==> src/rtl/efuse_array_emu.sv <==
// Emulation model of the 256-bit eFuse macro: OTP storage, program/read pulse
// timing checks and a sticky protocol-error flag for controller verification.
module efuse_array_emu #(
    parameter int unsigned  TPGM_MIN = 8,
    parameter int unsigned  TRD      = 2,
    parameter logic [255:0] INIT     = '0
) (
    input  logic       clk,
    input  logic       rst_n,
    input  logic       efuse_pgmen_i,
    input  logic       efuse_rden_i,
    input  logic       efuse_aen_i,
    input  logic [7:0] efuse_addr_i,
    output logic [7:0] efuse_rdata_o,
    output logic       pgm_done_o,
    output logic       err_o,
    output logic [1:0] err_code_o,
    input  logic       err_clr_i
);

    localparam int unsigned   CMAX    = (TPGM_MIN > TRD) ? TPGM_MIN : TRD;
    localparam int unsigned   CW      = $clog2(CMAX + 1);
    localparam logic [CW-1:0] PGM_LIM = CW'(TPGM_MIN);
    localparam logic [CW-1:0] RD_LIM  = CW'(TRD);

    typedef enum logic [1:0] {IDLE, PGM, RD, WAIT_LOW} state_t;

    state_t        state_q, state_d;
    logic [CW-1:0] cnt_q, cnt_d;
    logic          aen_q;
    logic          pgmen_q, rden_q;
    logic [7:0]    addr_q;
    logic [255:0]  fuse;

    logic          latch, do_write, do_load, done_d, err_set;
    logic [1:0]    err_code_d;
    logic          ctrl_changed;
    logic [4:0]    load_byte;

    assign ctrl_changed = (efuse_pgmen_i != pgmen_q) || (efuse_rden_i != rden_q) ||
                          (efuse_addr_i != addr_q);
    // With TRD=1 the load happens at E, before the address is latched.
    assign load_byte    = latch ? efuse_addr_i[7:3] : addr_q[7:3];

    always_comb begin
        state_d    = state_q;
        cnt_d      = cnt_q;
        latch      = 1'b0;
        do_write   = 1'b0;
        do_load    = 1'b0;
        done_d     = 1'b0;
        err_set    = 1'b0;
        err_code_d = 2'b00;
        case (state_q)
            IDLE: begin
                if (efuse_aen_i && !aen_q) begin
                    latch = 1'b1;
                    if (efuse_pgmen_i && !efuse_rden_i) begin
                        state_d = PGM;
                        cnt_d   = CW'(1);
                    end else if (!efuse_pgmen_i && efuse_rden_i) begin
                        state_d = RD;
                        cnt_d   = CW'(1);
                        do_load = (RD_LIM == CW'(1));
                    end else begin
                        err_set    = 1'b1;
                        err_code_d = 2'b01;
                        state_d    = WAIT_LOW;
                    end
                end
            end
            PGM: begin
                if (efuse_aen_i) begin
                    if (ctrl_changed) begin
                        err_set    = 1'b1;
                        err_code_d = 2'b11;
                        state_d    = WAIT_LOW;
                        cnt_d      = '0;
                    end else if (cnt_q < PGM_LIM) begin
                        cnt_d = cnt_q + CW'(1);
                    end
                end else begin
                    if (cnt_q >= PGM_LIM) begin
                        do_write = 1'b1;
                        done_d   = 1'b1;
                    end else begin
                        err_set    = 1'b1;
                        err_code_d = 2'b10;
                    end
                    state_d = IDLE;
                    cnt_d   = '0;
                end
            end
            RD: begin
                if (efuse_aen_i) begin
                    if (ctrl_changed) begin
                        err_set    = 1'b1;
                        err_code_d = 2'b11;
                        state_d    = WAIT_LOW;
                        cnt_d      = '0;
                    end else if (cnt_q < RD_LIM) begin
                        cnt_d   = cnt_q + CW'(1);
                        do_load = ((cnt_q + CW'(1)) == RD_LIM);
                    end
                end else begin
                    if (cnt_q < RD_LIM) begin
                        err_set    = 1'b1;
                        err_code_d = 2'b10;
                    end
                    state_d = IDLE;
                    cnt_d   = '0;
                end
            end
            WAIT_LOW: begin
                if (!efuse_aen_i) begin
                    state_d = IDLE;
                    cnt_d   = '0;
                end
            end
            default: begin
                state_d = IDLE;
                cnt_d   = '0;
            end
        endcase
    end

    always_ff @(posedge clk or negedge rst_n) begin
        if (!rst_n) begin
            state_q       <= IDLE;
            cnt_q         <= '0;
            aen_q         <= 1'b0;
            pgmen_q       <= 1'b0;
            rden_q        <= 1'b0;
            addr_q        <= '0;
            fuse          <= INIT;
            efuse_rdata_o <= '0;
            pgm_done_o    <= 1'b0;
            err_o         <= 1'b0;
            err_code_o    <= '0;
        end else begin
            state_q    <= state_d;
            cnt_q      <= cnt_d;
            aen_q      <= efuse_aen_i;
            pgm_done_o <= done_d;
            if (latch) begin
                pgmen_q <= efuse_pgmen_i;
                rden_q  <= efuse_rden_i;
                addr_q  <= efuse_addr_i;
            end
            if (do_write) begin
                fuse[addr_q] <= 1'b1;
            end
            if (do_load) begin
                efuse_rdata_o <= fuse[{load_byte, 3'b000} +: 8];
            end
            if (err_set) begin
                err_o <= 1'b1;
                if (!err_o || err_clr_i) begin
                    err_code_o <= err_code_d;
                end
            end else if (err_clr_i) begin
                err_o      <= 1'b0;
                err_code_o <= '0;
            end
        end
    end

endmodule

==> config.mk <==
export PLATFORM = sky130hd
export DESIGN_NAME = efuse_array_emu
export DESIGN_NICKNAME = d
export VERILOG_FILES = /design/src/rtl/efuse_array_emu.sv
export SDC_FILE = /design/constraint.sdc
export NUM_CORES = 1
export LEC_CHECK = 0
export ABC_AREA = 1
export BUFFER_PORTS_ARGS = -buffer_cell sky130_fd_sc_hd__clkbuf_2
export CAP_MARGIN = 20
export CORE_MARGIN = 1
export CORE_UTILIZATION = 50
export CTS_CLUSTER_DIAMETER = 80
export DETAILED_ROUTE_END_ITERATION = 10
export PLACE_DENSITY = 0.69
export SLEW_MARGIN = 5
export SYNTH_ARGS = -nofsm -noshare
export SYNTH_HDL_FRONTEND = slang
export SYNTH_SLANG_ARGS = --single-unit
==> constraint.sdc <==
create_clock -name clk -period 5.35 [get_ports clk]
set_clock_uncertainty 0.05 [all_clocks]
set_input_delay 0.8025 -clock clk [delete_from_list [all_inputs] [get_ports clk]]
set_output_delay 0.8025 -clock clk [all_outputs]
set_load 0.005 [all_outputs]
==> reports/metrics.yaml <==
ios: 26
ys_ff_latch: 285
cp_slowest_cell: "nand2_2"
cts_tree: "built"
p_leak_nw: 7.390
rows: 59
fin_cells: 1971
synth_edf_count: 0
yosysTopAreaCell: "dfrtp_1"
via_count: 11050
initial_core_util: 0.5077
cts_buffers: 31
h-tree-depth: 1
hold_buffers: 0
vdd_drop_max_uv: 588.5
crit_chain: "inv_1 > ha_1 > nand3_2 > inv_1 > nand2_1 > nand2_2 > buf_4 > nand3_1 > nand3_1 > nand3_1 > nand3_1 > nand3_1 > nand2_1"
die_x_um: 164.2
cp-end-kind: "flip-flop"
worst_path_most_repeated_cell: "nand3_1"
drtIter0Drc: 1180
coreArea_um2: 25910
period_needed_ns: 3.507
syn_area_um2: 13160
grt_pass1_wl_um: 57890
max_stage_delay_ns: 0.66
max_freq_ghz: 0.2851
n_antenna_cell: 0
numPortBuffers: 25
dr.pass1.iters: 5
whs_ns: 0.2929
die_height_um: 164.2
switchingPower_w: 0.002591
antenna_found_initial: 0
yosys_warnings: 0
p_sw_frac: 0.3942
cts_root_buf: "clkbuf_16"
finalCritPeriodShare: 0.6556
ys.flop_type: "dfrtp_1"
yosysSeqAreaShare: 0.5421
yosys.area.top_type_share: 0.5421
place.gp.congestion: 0.8198
worstPathRequired_ns: 5.79
report.final.slew_viol_count: 0
max_slew_margin: 0.3731
gr-total-overflow: 0
syn_area_per_cell_um2: 8.095
clkLatencyLatePin_ns: 0.56
dieArea_um2: 26960
dp.cells: 1915
tightestPinTransition_ns: 0.9381
area_growth_pct: 10.05
run_status: "completed"
p_int_w: 0.003982
cp-start-kind: "flip-flop"
worst-path-max-fanout: 36
cts_buffer_depth: 3
maxCapViolations: 0
combPwrFrac: 0.340
grt_setup_unrepaired: "no"
ant_nets: 0
clkTransAtPathRegs_ns: 0.06
grt_pass1_vias: 10500
ctsResizeCount: 0
synth_most_common_cell: "nand2_1"
hold_class: "input port to async pin"
worst-setup-path-type: "flip-flop to flip-flop"
synthTopCellsByCount: "314 x nand2_1, 309 x nand3_1, 298 x inv_1, 285 x dfrtp_1, 262 x o21ai_0"
fin_ws_ns: 1.843
hold_viol: 0
dpl_worst_slack_ns: 1.705
postCtsSetupRepairBufs: 0
setup-tns-final_ns: 0
cts.sinks: 285
synthCells: 1625
grt_start_max_net_pins: 115
wl_per_cell_um: 18.50
wl_um: 36460
netlist-cell-type-count: 26
synth.area.top_cells: "dfrtp_1 54%, nand3_1 12%, o21ai_0 10%, nand2_1 9.0%, inv_1 8.5%"
power_w: 0.006573
setup_viol: 0
worstPathArrival_ns: 3.95
viasPerCell: 5.607
power_density_nw_per_um2: 454.0
nets: 1638
drc_errors: 0
final_layout_size_suffix_gt1_frac: 0.05990
p_seq_frac: 0.348
async_reset_ff_frac: 1.000
hpwl_um: 21020
grt_use_total: 0.2801
pwr-share-clk: 0.312
synth_fp_nets: 1650
sequential cells by signal (all words and copies together) (netlist names):
signal and flops:
addr_q 8, rden_q 1, efuse_rdata_o 8, aen_q 1, state_q 2, cnt_q 4, err_o 1, fuse 256
err_code_o 2, pgm_done_o 1, pgmen_q 1
area by class of cell:
cell class	count	area, um2
timing repair buffer	42	287.8
sequential	285	7132
multi-input combinational	953	4531
fill	2412	11430
inverter	300	1126
clock inverter	5	31.28
tap	335	419.2
clock buffer	51	950.9
layout by cell type, fill, tap and decap left out:
cell | Yosys | routed
dfrtp_1 | 285 | 285
clkbuf_16 | 0 | 31
clkinv_2 | 0 | 4
buf_4 | 4 | 15
or2_2 | 1 | 1
nor3b_1 | 1 | 1
clkbuf_1 | 52 | 10
xor2_1 | 3 | 3
nand2_2 | 0 | 2
nor3_1 | 4 | 4
nand2_4 | 0 | 1
o31ai_1 | 8 | 8
buf_8 | 0 | 1
nor2_1 | 23 | 23
clkinv_1 | 2 | 2
o21ai_0 | 262 | 262
a21oi_1 | 1 | 1
o22ai_1 | 3 | 3
clkbuf_8 | 0 | 10
inv_1 | 298 | 298
o21ai_2 | 2 | 2
nor2_2 | 1 | 1
nand2_1 | 314 | 311
inv_8 | 0 | 1
o21ai_4 | 2 | 2
clkbuf_2 | 0 | 24
xnor2_1 | 1 | 1
nand4_1 | 5 | 5
nand3_2 | 1 | 1
o21bai_1 | 1 | 1
nand3_1 | 309 | 309
buf_12 | 0 | 2
ha_1 | 11 | 11
logic make-up (layout without fill, tap and decap cells):
logic type               after synthesis  count (layout)  synth area share
adder cells (fa/ha/maj)               11              11           0.01046
buffers and inverters                387             398            0.1144
AND/OR/NAND/NOR                      659             659            0.2199
XOR/XNOR                               4               4          0.002664
flip-flops                           285             285            0.5421
AO/OA/AOI/OAI                        279             279            0.1104
critical path: cells and delay by family, from the launching register on:
family	cells	cell delay, ns
and+or+nand+nor	9	1.77
DFF	1	0.41
adders and majority gates	1	0.27
buffers and inverters	3	0.90
stage by stage:
| step | util | cell area [um2] |
|---|---|---|
| after floorplan | - | 13160 |
| after global placement | 0.5208 | 13500 |
| after detailed placement | 0.5208 | 13500 |
| after CTS | 0.5587 | 14480 |
| after global routing | 0.5587 | 14480 |
| final | 0.5587 | 14480 |
layer usage:
| metal | global-route usage | vias up | routed length, um |
|---|---|---|---|
| li1 | - | 5132 | - |
| met1 | 0.3917 | 5370 | 15470 |
| met2 | 0.4352 | 449 | 16450 |
| met3 | 0.04773 | 100 | 3090 |
| met4 | 0.1073 | 0 | 1450 |
| met5 | 0 | - | 0 |
path summary, 6_finish.rpt:
path / from / slack [ns] / to / depth (start not counted)
max in group asynchronous: rst_n / 3.76 / fuse[166] / 2
worst max-delay path: state_q[1] / 1.84 / efuse_rdata_o[3] / 13
worst min-delay path: rst_n / 0.29 / fuse[56] / 1
min in group clk: fuse[112] / 0.41 / fuse[112] / 2
worst max register to register: state_q[1] / 1.84 / efuse_rdata_o[3] / 13
worst min register to register: fuse[112] / 0.41 / fuse[112] / 2
power by group through the flow:
stage | Combinational [W] | Sequential (W) | Clock, W
finish | 0.00223 | 0.00229 | 0.00205
global route | 0.00240 | 0.00230 | 0.00216
CTS | 0.00219 | 0.00229 | 0.00208
global placement | 0.00217 | 0.00232 | 0
floorplan | 0.00145 | 0.00231 | 0
detailed placement | 0.00218 | 0.00232 | 0
Power figures use the tool's default switching activity.
